**src/rtl/mult_booth_seq.sv**
```systemverilog
// Sequential signed multiplier using radix-4 modified Booth recoding.
// A start pulse loads the operands, and WIDTH/2 iterations follow, one per clock.
// Each iteration adds the recoded multiple of M to ACC and then
// arithmetic-shifts {ACC, Q, q_1} right by 2.
// The block returns the low word of the product, a signed-overflow flag and a
// one-cycle ready pulse.
//
// state | meaning
// IDLE  | waiting for ctrl_MULT
// RUN   | Booth iterations in progress (busy=1)
// DONE  | result registered, data_resultRDY high for this one cycle
module mult_booth_seq #(
  parameter int WIDTH = 32
) (
  input  logic             clock,
  input  logic             reset,
  input  logic             ctrl_MULT,
  input  logic [WIDTH-1:0] data_operandA,
  input  logic [WIDTH-1:0] data_operandB,
  output logic [WIDTH-1:0] data_result,
  output logic             data_exception,
  output logic             data_resultRDY,
  output logic             busy
);

  localparam int AW   = WIDTH + 2;
  localparam int ITER = WIDTH / 2;
  localparam int CW   = $clog2(ITER + 1);

  typedef enum logic [1:0] {IDLE, RUN, DONE} state_t;

  state_t           state;
  logic [CW-1:0]    count;
  logic [AW-1:0]    m;
  logic [AW-1:0]    acc;
  logic [WIDTH-1:0] q;
  logic             q_1;

  logic [AW-1:0]    addend;
  logic [AW-1:0]    acc_sum;
  logic [AW-1:0]    acc_nx;
  logic [WIDTH-1:0] q_nx;
  logic             q_1_nx;
  logic [WIDTH:0]   ovf_bits;
  logic             last_iter;
  logic             ovf_nx;

  // Booth recode, add, and 2-bit arithmetic shift of {ACC, Q, q_1}.
  always_comb begin
    addend = '0;
    case ({q[1:0], q_1})
      3'b001, 3'b010: addend = m;
      3'b011:         addend = {m[AW-2:0], 1'b0};
      3'b100:         addend = -{m[AW-2:0], 1'b0};
      3'b101, 3'b110: addend = -m;
      default:        addend = '0;
    endcase
    acc_sum   = acc + addend;
    acc_nx    = {{2{acc_sum[AW-1]}}, acc_sum[AW-1:2]};
    q_nx      = {acc_sum[1:0], q[WIDTH-1:2]};
    q_1_nx    = q[1];
    // Product bits 2W-1..W-1 must all match for the low word to hold the value.
    ovf_bits  = {acc_nx[WIDTH-1:0], q_nx[WIDTH-1]};
    ovf_nx    = !((&ovf_bits) || !(|ovf_bits));
    last_iter = (count == CW'(ITER - 1));
  end

  // Control FSM and datapath registers; a start pulse has priority over every state.
  always_ff @(posedge clock) begin
    if (reset) begin
      state          <= IDLE;
      count          <= '0;
      m              <= '0;
      acc            <= '0;
      q              <= '0;
      q_1            <= 1'b0;
      data_result    <= '0;
      data_exception <= 1'b0;
      data_resultRDY <= 1'b0;
      busy           <= 1'b0;
    end else begin
      data_resultRDY <= 1'b0;
      if (ctrl_MULT) begin
        state <= RUN;
        busy  <= 1'b1;
        count <= '0;
        m     <= {{2{data_operandA[WIDTH-1]}}, data_operandA};
        acc   <= '0;
        q     <= data_operandB;
        q_1   <= 1'b0;
      end else begin
        case (state)
          IDLE: ;
          RUN: begin
            acc   <= acc_nx;
            q     <= q_nx;
            q_1   <= q_1_nx;
            count <= count + CW'(1);
            if (last_iter) begin
              state          <= DONE;
              busy           <= 1'b0;
              data_result    <= q_nx;
              data_exception <= ovf_nx;
              data_resultRDY <= 1'b1;
            end
          end
          DONE:    state <= IDLE;
          default: begin
            state <= IDLE;
            busy  <= 1'b0;
          end
        endcase
      end
    end
  end

endmodule
```
**config.mk**
```make
export PLATFORM = sky130hd
export DESIGN_NAME = mult_booth_seq
export DESIGN_NICKNAME = d
export VERILOG_FILES = /design/src/rtl/mult_booth_seq.sv
export SDC_FILE = /design/constraint.sdc
export NUM_CORES = 1
export LEC_CHECK = 0
export BUFFER_PORTS_ARGS = -buffer_cell sky130_fd_sc_hd__clkbuf_2
export CAP_MARGIN = 0
export CORE_MARGIN = 10
export CORE_UTILIZATION = 35
export CTS_CLUSTER_SIZE = 20
export DETAILED_ROUTE_END_ITERATION = 8
export PLACE_DENSITY = 0.57
export SLEW_MARGIN = 25
export SYNTH_ARGS = -nofsm -noshare
export SYNTH_HDL_FRONTEND = slang
export SYNTH_SLANG_ARGS = --single-unit
```
**constraint.sdc**
```tcl
create_clock -name clock -period 5.7 [get_ports clock]
set_input_delay 0.855 -clock clock [delete_from_list [all_inputs] [get_ports clock]]
set_output_delay 0.855 -clock clock [all_outputs]
set_load 0.02 [all_outputs]
```
== Yosys cells after proc, flatten, opt, wreduce, memory -nomap -nowiden ==
Cells that the tools add are included.
Operators by class
  add/sub/neg operators: 4
  equal/unequal tests: 13
  muxes and demuxes: 10
  bitwise operators: 3
  reduce and logical (&&, ||, !) cells: 16
Operator list (number)
  $pmux W34 S4: 1
  $neg A34 Y34: 2
  $mux W32: 2
  $add A34 B34 Y34: 1
  $reduce_and A33 Y1: 1
  $reduce_or A33 Y1: 1
  $eq A3 B3 Y1 const B: 3
  $reduce_or A2 Y1: 4
  $eq A3 B2 Y1 const B: 2
  $reduce_and A2 Y1: 3
  $add A5 B1 Y5 const B: 1
  $eq A5 B4 Y1 const B: 1
  $mux W1: 4
  $ne A2 B2 Y1 const B: 2
  $pmux W2 S2: 1
  $eq A3 B1 Y1 const B: 1
  $ne A3 B3 Y1 const B: 1
  $not A1 Y1: 3
  $reduce_and A3 Y1: 1
  $reduce_or A3 Y1: 1
  $eq A2 B1 Y1 const B: 1
  $eq A2 B2 Y1 const B: 1
  $logic_not A1 Y1: 2
  $logic_not A2 Y1: 1
  other kinds (5): 5
Storage, ports and cells
  bits in registers: 139
  input bits: 67
  output and inout bits: 35
  logic and storage cells: 57

== Longest topological paths before layout ==
  depth in word-level cells: 8
  mapped depth: 24
  mapped depth without buffers: 23

== Worst setup path after synthesis ==
OpenSTA, ideal clock, no wires.
  path type: register to register
  start: register m[9]
  end: register data_exception
  setup time: 0.147 ns
  data arrival time: 5.017 ns
  data required time: 5.553 ns
  slack: 0.536 ns
  stages on the path, launching flop included: 22
  path buffers: 2
  clock period less this slack: 5.164 ns
  cells stage by stage: dfxtp_1 -> buf_6 -> or4_4 -> or3_4 -> nor3_1 -> nor3b_1 -> nor2_1 -> xnor2_1 -> nor2_1 -> a211oi_1 -> a21oi_1 -> ha_1 -> clkbuf_1 -> and3_1 -> and2_1 -> o2111ai_1 -> o21ai_0 -> a21oi_1 -> xnor2_1 -> or4_1 -> o311ai_0 -> o311ai_0
Between the ends
  cells in the longest elaborated chain, start to end: 7
  elaborated cells on any way between the ends: 9
  classes of those cells: 3 x add/sub; 1 x mux; 5 x reduce/logical
Ends and longest elaborated chain
  start: declaration: line 34  | logic [AW-1:0] m;
  start signal: assignment: line 87  | m <= {{2{data_operandA[WIDTH-1]}}, data_operandA};
  $neg A34 Y34, on equally long branches: line 55, 54
  $pmux W34 S4 (*): line 51  | case ({q[1:0], q_1})
  $add A34 B34 Y34 (*): line 58  | acc_sum = acc + addend;
  $reduce_or A33 Y1: line 64  | ovf_nx = !((&ovf_bits) || !(|ovf_bits));
  $logic_not A1 Y1: line 64
  $logic_or A1 B1 Y1 (*): line 64
  $logic_not A1 Y1 (*): line 64
  end signal: assignment: line 103  | data_exception <= ovf_nx;
  end: declaration: line 21  | output logic data_exception,
Mark *: on every way between the ends. The rest lies on a longest branch, timed or not.
A chain may end at the register's enable or synchronous reset.

== Worst setup path after layout ==
  start: register m[11]
  end: register data_exception
The elaborated chain is that of the path after synthesis.

==> out/qor.yml <==
drive_above_1_share_pct: 14.24
cts_root_buf: "clkbuf_16"
ctsHtreeMaxLevel: 4
drt_first_iter_violations: 688
ir_drop_mv: 0.1765
crit_buf_inv: 0
cts_made_buffers: 17
clkPwrFrac_pct: 42.1
status: "complete, no violations"
cts_tree: "built"
cp_max_fo: 6
antenna_found_initial: 1
synth-edff-count: 0
p_int_w: 0.001848
grt_pass1_vias: 8606
die_w_um: 182.3
clk_latency_ns: 0.43
hp-start: "data_result[6]"
wl_per_cell_um: 16.92
comb_power_share_pct: 18.4
crit_slowest_cell: "or4_1"
min_period_over_period_pct: 96.19
grt_pass1_wl_um: 45370
multi_input_area_um2: 6040
first_pass_iters: 5
die-area_um2: 33240
place_congestion: 0.8951
fin_nets: 1433
relSlewSlack_pct: 44.60
hold_viol: 0
synth-seq-area-share_pct: 30.18
critical-path-top-delay-family: "simple AND/OR/NAND/NOR gates"
p_leak_nw: 4.217
synthTopCellsByCount: "253 x nand2_1, 181 x a21oi_1, 139 x dfxtp_1"
cap_violations: 0
ioPinCount: 102
netlist_area_um2: 9220
insertedDiodeCount: 0
synth_cell_types: 67
fmax_ghz: 0.1824
setup.worst_path.start_class: "flop"
grt_start_max_net_pins: 74
synth_ff_type: "dfxtp_1"
synth_top_area_share_pct: 30.18
routed_via_density: 5.473
startpoint: "m[11]"
seq_area_um2: 2784
pwr-share-seq_pct: 39.5
switching_share_pct: 30.32
syn_nets: 1383
synth_largest_area_cell: "dfxtp_1"
critPathKind: "flop to flop"
final.min_clock_period_ns: 5.483
core.rowCount: 59
cp_cell_sequence: "or4_4 > or3_4 > or4b_4 > or4_4 > nor3_2 > nand2b_1 > xnor2_1 > a221oi_2 > a31oi_1 > ha_1 > nand2_1 > nor2_1 > a311oi_2 > a2111o_1 > o211ai_1 > or4_1 > nor4_1 > o311ai_0"
core_area_um2: 25980
setup_tns_ns: 0
dp_hpwl_um: 20350
portBuffers: 101
r2r_start: "m[11]"
synth-seq-cells: 139
vias: 9173
ant_nets: 0
drt-total-wl_um: 28370
required_ns: 5.99
drc: 0
skew_ns: 0.01474
die_h_um: 182.3
start_util_pct: 35.48
end_kind: "flop"
hold_class: "flop to flop"
cts_max_path_buffers: 2
nFillCells: 2762
slowest_delay_ns: 0.56
synthTopCellsByArea: "dfxtp_1 30%, nand2_1 10%, a21oi_1 9.8%, nor2_1 5.6%, ha_1 4.9%"
power.switching_w: 0.0008039
p_per_area_nw_per_um2: 249.0
postSynthAreaPerCell_um2: 7.209
power.total_w: 0.002651
syn-instance-count: 1279
yosysWarnings: 0
setup_viol: 0
async_flop_share_pct: 0
grt_util_all_layers_pct: 16.41
cts_sinks: 139
path_clk_slew_ns: 0.07
synthToLayoutAreaGrowth_pct: 15.47
synth.most_common_cell: "nand2_1"
worst_pin_slew_ns: 0.8311
grt_overflow_total: 0
worstPathArrival_ns: 5.77
crit_path_frequent_cell: "or4_4"
maxSlewViolCount: 0
==> final cells by class <==
class | instances | share of cell area [%]
Clock inverter | 14 | 1.469
Timing Repair Buffer | 132 | 6.981
Sequential cell | 139 | 26.15
Inverter | 21 | 0.7404
Tap cell | 335 | 3.937
Multi-Input combinational cell | 1018 | 56.73
Clock buffer | 17 | 3.996
==> final timing paths <==
path / to / slack (ns) / cells past startpoint
setup / recovery: data_exception / 0.22 / 18
hold reg to reg: data_result[6] / 0.46 / 2
hold / removal: data_result[6] / 0.46 / 2
setup reg to reg: data_exception / 0.22 / 18
==> timing repair <==
item | 4_1_cts | 5_1_grt
buffers inserted | 0 | 1
hold buffers | 0 | 0
gates resized for setup | 0 | 12
endpoints found under the setup margin | 0 | 1
hold endpoints to repair | 0 | 0
==> layer usage <==
metal  global-route usage (%)  vias up  share of wire (%)
met5                        0        -                  0
met4                    4.816        0                1.7
met3                    3.086       31                5.0
met2                    27.45      239                 47
met1                    20.93     4305                 46
li1                         -     4598                  -
==> power groups by stage <==
stage | clock [W] | combinational (W) | sequential [W]
after floorplan | 0 | 0.000365 | 0.00105
after global routing | 0.00119 | 0.000545 | 0.00105
after detailed placement | 0 | 0.000481 | 0.00107
after CTS | 0.00114 | 0.000484 | 0.00105
final | 0.00112 | 0.000489 | 0.00105
after global placement | 0 | 0.000478 | 0.00107
==> flip-flops by register name, indices dropped and copies added, names as in the netlist <==
signal          cells
acc                32
data_result        32
m                  32
q                  32
count               5
state               2
busy                1
data_exception      1
data_resultRDY      1
q_1                 1
==> per-stage QoR <==
| stage | setup WS (ns) | cell area [um2] | std cells | util [%] | hold slack [ns] |
|---|---|---|---|---|---|
| 4_1_cts | 0.1274 | 10590 | 1675 | 40.75 | 0.4555 |
| 3_5_place_dp | 0.1520 | 10010 | 1644 | 38.51 | 0.4454 |
| 3_3_place_gp | 0.1904 | 10010 | 1644 | 38.51 | 0.4422 |
| 2_1_floorplan | 0.5361 | 9220 | 1279 | - | 0.4406 |
| 6_report | 0.2170 | 10650 | 1676 | 40.97 | 0.4554 |
| 5_1_grt | -0.02002 | 10650 | 1676 | 40.97 | 0.4719 |
==> placed cells by master, fill, tap and decap left out, types with 18 or more instances in the layout <==
cell type  netlist  layout
o21ai_0         25      23
mux2i_1         38      38
inv_1           19      19
a21oi_1        181     180
a31oi_1         19      18
nand2_1        253     253
buf_4            0      33
xor2_1          37      37
a221oi_1        26      26
nor3_1          30      30
clkbuf_2         0      99
xnor2_1         44      44
nor2_1         138     137
ha_1            36      35
dfxtp_1        139     138
==> cell families (layout without fill, tap and decap cells) <==
kind of cell	Yosys count	count (layout)	share of synthesized area, %
mux	39	39	4.247
xor+xnor	81	81	7.694
buf+inv	122	184	5.062
compound gates	347	347	23.33
fa+ha+maj	37	37	5.102
flops	139	139	30.18
simple gates	514	514	24.39
==> worst min-delay path, cell delays in order, from the launching register on <==
cell and delay, ns:
dfxtp_1 0.31, nand2_1 0.05, a21oi_1 0.05
Power figures use the tool's default switching activity.
